`src/rtl/level_tile_arbiter.sv`:
```
// Level tile RAM sequencer: renderer lookups, 4-corner collision probes and tile writes on one RAM.
// Latency: renderer 2 cycles; probe start to col_done 6 cycles; write 1 cycle.
// Backpressure: none upstream; the renderer preempts the collision probe one cycle per rd_req cycle.
module level_tile_arbiter #(
    parameter int MAP_W  = 201,
    parameter int MAP_H  = 30,
    parameter int TILE_W = 5,
    parameter int ADDR_W = 19
) (
    input  logic              Clk,
    input  logic              Reset,
    output logic [ADDR_W-1:0] ram_read_address,
    output logic [ADDR_W-1:0] ram_write_address,
    output logic [TILE_W-1:0] ram_data_In,
    output logic              ram_we,
    input  logic [TILE_W-1:0] ram_data_Out,
    input  logic              rd_req,
    input  logic [7:0]        rd_col,
    input  logic [4:0]        rd_row,
    output logic              rd_valid,
    output logic [TILE_W-1:0] rd_tile,
    input  logic              col_start,
    input  logic [7:0]        col_col,
    input  logic [4:0]        col_row,
    output logic              col_busy,
    output logic              col_done,
    output logic [3:0]        col_mask,
    input  logic              wr_req,
    input  logic [7:0]        wr_col,
    input  logic [4:0]        wr_row,
    input  logic [TILE_W-1:0] wr_tile,
    output logic              wr_ack
);

    typedef enum logic [1:0] {
        ST_IDLE,
        ST_PROBE,
        ST_DRAIN,
        ST_DONE
    } state_t;

    typedef struct packed {
        logic              vld;
        logic              own_col;
        logic [1:0]        idx;
        logic              forced;
        logic [TILE_W-1:0] fval;
    } tag_t;

    function automatic logic in_map(input logic [8:0] c, input logic [5:0] r);
        return (c < 9'(MAP_W)) && (r < 6'(MAP_H));
    endfunction

    function automatic logic [ADDR_W-1:0] tile_addr(input logic [8:0] c, input logic [5:0] r);
        logic [12:0] a;
        a = 13'(r) * 13'(MAP_W) + 13'(c);
        return ADDR_W'(a);
    endfunction

    state_t      state_q, state_d;
    logic [1:0]  idx_q, idx_d;
    logic [7:0]  base_col_q;
    logic [4:0]  base_row_q;
    logic [3:0]  mask_q;
    tag_t        s1_d, s1_q, s2_q;

    logic [7:0]        pcol_base;
    logic [4:0]        prow_base;
    logic [1:0]        pidx;
    logic [8:0]        probe_col, sel_col;
    logic [5:0]        probe_row, sel_row;
    logic              col_issue, rd_issue, sel_in, wr_in;
    logic              col_ret;
    logic [TILE_W-1:0] ret_dat;

    // The first corner goes out in the start cycle itself, using the live
    // coordinates, so an unpreempted probe finishes 6 cycles after col_start.
    always_comb begin
        pcol_base = base_col_q;
        prow_base = base_row_q;
        pidx      = idx_q;
        if (state_q == ST_IDLE) begin
            pcol_base = col_col;
            prow_base = col_row;
            pidx      = 2'd0;
        end
        probe_col = {1'b0, pcol_base} + 9'(pidx[0]);
        probe_row = {1'b0, prow_base} + 6'(pidx[1]);
        col_issue = !rd_req && ((state_q == ST_IDLE && col_start) || state_q == ST_PROBE);
    end

    always_comb begin
        rd_issue = rd_req || col_issue;
        sel_col  = rd_req ? {1'b0, rd_col} : probe_col;
        sel_row  = rd_req ? {1'b0, rd_row} : probe_row;
        sel_in   = in_map(sel_col, sel_row);
        s1_d     = '0;
        if (rd_issue) begin
            s1_d.vld     = 1'b1;
            s1_d.own_col = !rd_req;
            s1_d.idx     = rd_req ? 2'd0 : pidx;
            s1_d.forced  = !sel_in;
            s1_d.fval    = rd_req ? '0 : TILE_W'(1);
        end
    end

    always_comb begin
        ret_dat  = s2_q.forced ? s2_q.fval : ram_data_Out;
        rd_valid = s2_q.vld && !s2_q.own_col;
        rd_tile  = rd_valid ? ret_dat : '0;
        col_ret  = s2_q.vld && s2_q.own_col;
    end

    always_comb begin
        state_d = state_q;
        idx_d   = idx_q;
        case (state_q)
            ST_IDLE: begin
                if (col_start) begin
                    state_d = ST_PROBE;
                    idx_d   = col_issue ? 2'd1 : 2'd0;
                end
            end
            ST_PROBE: begin
                if (col_issue) begin
                    idx_d = idx_q + 2'd1;
                    if (idx_q == 2'd3) begin
                        state_d = ST_DRAIN;
                    end
                end
            end
            ST_DRAIN: begin
                if (col_ret && s2_q.idx == 2'd3) begin
                    state_d = ST_DONE;
                end
            end
            ST_DONE: begin
                state_d = ST_IDLE;
            end
            default: begin
                state_d = ST_IDLE;
            end
        endcase
    end

    always_ff @(posedge Clk or negedge Reset) begin
        if (!Reset) begin
            state_q    <= ST_IDLE;
            idx_q      <= 2'd0;
            base_col_q <= '0;
            base_row_q <= '0;
            mask_q     <= '0;
        end else begin
            state_q <= state_d;
            idx_q   <= idx_d;
            if (state_q == ST_IDLE && col_start) begin
                base_col_q <= col_col;
                base_row_q <= col_row;
                mask_q     <= '0;
            end else if (col_ret) begin
                mask_q[s2_q.idx] <= (ret_dat != '0);
            end
        end
    end

    // Out-of-range reads leave the RAM address alone; the tag carries the answer.
    always_ff @(posedge Clk or negedge Reset) begin
        if (!Reset) begin
            ram_read_address <= '0;
            s1_q             <= '0;
            s2_q             <= '0;
        end else begin
            if (rd_issue && sel_in) begin
                ram_read_address <= tile_addr(sel_col, sel_row);
            end
            s1_q <= s1_d;
            s2_q <= s1_q;
        end
    end

    assign wr_in = in_map({1'b0, wr_col}, {1'b0, wr_row});

    always_ff @(posedge Clk or negedge Reset) begin
        if (!Reset) begin
            ram_write_address <= '0;
            ram_data_In       <= '0;
            ram_we            <= 1'b0;
            wr_ack            <= 1'b0;
        end else begin
            wr_ack <= wr_req;
            ram_we <= wr_req && wr_in;
            if (wr_req && wr_in) begin
                ram_write_address <= tile_addr({1'b0, wr_col}, {1'b0, wr_row});
                ram_data_In       <= wr_tile;
            end
        end
    end

    assign col_busy = (state_q == ST_PROBE) || (state_q == ST_DRAIN);
    assign col_done = (state_q == ST_DONE);
    assign col_mask = mask_q;

endmodule

```
`config.mk`:
```
export PLATFORM = sky130hd
export DESIGN_NAME = level_tile_arbiter
export DESIGN_NICKNAME = d
export VERILOG_FILES = /design/src/rtl/level_tile_arbiter.sv
export SDC_FILE = /design/constraint.sdc
export NUM_CORES = 1
export LEC_CHECK = 0
export ABC_AREA = 1
export BUFFER_PORTS_ARGS = -buffer_cell sky130_fd_sc_hd__buf_2
export CAP_MARGIN = 15
export CORE_MARGIN = 5
export CORE_UTILIZATION = 42
export DETAILED_ROUTE_END_ITERATION = 8
export PLACE_DENSITY_LB_ADDON = 0.15
export SYNTH_ARGS = -nofsm -noshare
export SYNTH_HDL_FRONTEND = slang
export SYNTH_SLANG_ARGS = --single-unit
```
`constraint.sdc`:
```
create_clock -name Clk -period 7.9 [get_ports Clk]
set_input_delay 1.185 -clock Clk [delete_from_list [all_inputs] [get_ports Clk]]
set_output_delay 1.185 -clock Clk [all_outputs]
set_load 0.005 [all_outputs]
```
==> flow_summary.ini <==
[worst_setup_path]
r2r-start = state_q[1]
endpoint = ram_read_address[10]
critPathCaptureType = flip-flop
reg2reg_setup_slack_ns = 2.29
r2r_end = ram_read_address[10]
arrival_ns = 5.89
crit_type = flip-flop to flip-flop
reg2regPathDepth = 22
crit_start = state_q[1]
cp-start-kind = flip-flop
path_max_fanout = 23
worstPathRequired_ns = 8.18

[timing]
whs_ns = 0.346
drv_slew = 0
relSlewSlack = 0.427
rsz0062_at_grt = false
hold_viol = 0
fin_crit_ns = 5.61
finalCritPeriodShare = 0.711
setup_viol = 0
fmax_mhz = 178
worst_slew_pin_slew_ns = 0.858
setup_tns_ns = 0
skew_ns = 0.00792

[global_route]
grt_overflow = 0
antenna_found_initial = 0
grt_max_degree = 65
grt_pass1_vias = 4687
grt_pass1_wl_um = 22100
grt.total_usage = 0.183

[yosys]
yosysUniqueCellTypes = 42
ys_seq_area_frac = 0.296
synthFlopType = dfrtp_1
synth_edf_count = 0
postSynthAreaPerCell_um2 = 7.85
yosys_warnings = 0
async_reset_ff_frac = 1.00
syn_area_mm2 = 0.00541
ys_seq_elements = 64
syn_inst = 689

[placement]
gp_congestion = 0.914
io_buffer_count = 98
placedCellCount = 945
hpwlAfterDp_um = 10400

[layout]
diodes = 0
fin_util = 0.498
drive_above_1_share = 0.189
nets = 927
syn2layout_area_growth_pct = 16.1
final_cell_mix = nand2_1 (184), buf_2 (98), inv_1 (97)
layout_commonest_cell = nand2_1
num-fill-cells = 1293
final_cells = 961

[route]
vias_per_cell = 4.88
vias = 4688
wire_per_inst_um = 13.6
routed_wl_um = 13100
ant_nets = 0
drc_errors = 0
first_pass_iters = 4
drtIter0Drc = 238

[clock_network]
cts_sinks = 64
cts_buffer_depth = 2
cts_tree = built
cts_root_buf = clkbuf_16
cts_resized = 0
post_cts_buffers = 0
hold_buffers = 0
path_clk_slew_ns = 0.06
cts_buffers = 9
clock_latency_ns = 0.34
htree_num_levels = 3

[die]
start_util = 0.429
die_w_um = 124
core_area_mm2 = 0.0126
die_area_mm2 = 0.0153
rows = 41
io_pins = 111
die_h_um = 124

[hold_path]
min_path_type = flip-flop to flip-flop

[outcome]
status = completed

[power]
p_leak_nw = 3.52
peakVddDrop_v = 0.000273
p_per_area_mw_per_mm2 = 388

[run]
drv_cap = 0
-- cell families after synthesis --
kind of cell / synth area share
AOI/OAI and AO/OA: 0.0832
xor gates and xnor gates: 0.0291
adders and majority gates: 0.224
buffers and inverters: 0.106
DFF: 0.296
other: 0.000693
and+or+nand+nor: 0.261
-- area by class of cell --
type	instances	area (um2)	share of cell area
Clock buffer	9	225	0.0358
Sequential cell	64	1600	0.255
Multi-Input combinational cell	511	3280	0.521
Tap cell	172	215	0.0342
Clock inverter	7	96.3	0.0153
Inverter	99	372	0.0591
Timing Repair Buffer	99	498	0.0792
-- power breakdown --
| group | leakage [nW] | switching [mW] | total (mW) | internal, mW |
|---|---|---|---|---|
| Combinational | 2.56 | 0.905 | 1.49 | 0.589 |
| Clock | 0.159 | 0.154 | 0.431 | 0.276 |
| Sequential | 0.796 | 0.0637 | 0.515 | 0.452 |
-- synth_stat cells, drive strengths merged (2+ instances only) --
cell | instances | area share
or2 | 6 | 0.0069
nor3 | 12 | 0.012
nand4 | 18 | 0.021
inv | 99 | 0.069
ha | 76 | 0.18
a31oi | 10 | 0.012
a21oi | 20 | 0.018
xnor2 | 10 | 0.016
buf | 20 | 0.033
o21bai | 3 | 0.0042
fa | 13 | 0.048
xor2 | 8 | 0.013
clkbuf | 6 | 0.0042
dfrtp | 64 | 0.30
a21boi | 2 | 0.0049
nand2 | 193 | 0.14
nand3 | 36 | 0.040
o21ai | 32 | 0.031
nor2 | 49 | 0.039
o22ai | 2 | 0.0023
and3 | 2 | 0.0025
-- per-layer routing --
layer	vias to the layer above	share of wire	track usage	routed length [um]
met5	-	0	0	0
met4	0	0.021	0.0644	279
met3	17	0.063	0.0453	826
met2	118	0.46	0.304	5950
met1	2153	0.46	0.233	6030
li1	2400	-	-	-
-- registers in the layout (all words and copies together) (netlist names) --
name / flops
ram_read_address: 13
ram_write_address: 13
base_col_q: 8
base_row_q: 5
ram_data_In: 5
s1_q: 5
s2_q: 5
col_mask: 4
idx_q: 2
state_q: 2
ram_we: 1
wr_ack: 1
-- critical path: stages (launching register included) --
cell and delay [ns]:
dfrtp_1 0.41, inv_1 0.11, ha_1 0.69, inv_2 0.30, o21ai_0 0.34, ha_1 0.21
nand2_1 0.07, nor2_1 0.16, a21oi_1 0.09, o31ai_1 0.62, ha_1 0.26, inv_1 0.05
fa_1 0.48, fa_1 0.56, inv_1 0.05, ha_1 0.35, nand2_1 0.11, nor2_1 0.14
nand3_1 0.09, nand3_1 0.10, xor2_1 0.16, nand4_1 0.11, nand2_1 0.10
-- worst min-delay path by stage --
| stage | from | to | slack (ns) | cells past startpoint |
|---|---|---|---|---|
| floorplan | s1_q[8] | s2_q[0] | 0.33 | 0 |
| global placement | s1_q[6] | s2_q[6] | 0.33 | 0 |
| detailed placement | s1_q[8] | s2_q[0] | 0.33 | 0 |
| CTS | s1_q[8] | s2_q[0] | 0.35 | 0 |
| global route | s1_q[8] | s2_q[0] | 0.36 | 0 |
| finish | s1_q[8] | s2_q[0] | 0.35 | 0 |
-- metrics by stage --
step	power [mW]	worst slack (ns)	instance area (um2)
after global placement	2.00	2.53	5960
final	2.44	2.29	6280
after CTS	2.48	2.28	6280
after detailed placement	2.02	2.32	5960
after global routing	2.70	1.80	6280
after floorplan	1.64	3.12	5450
Power figures use the tool's default switching activity.
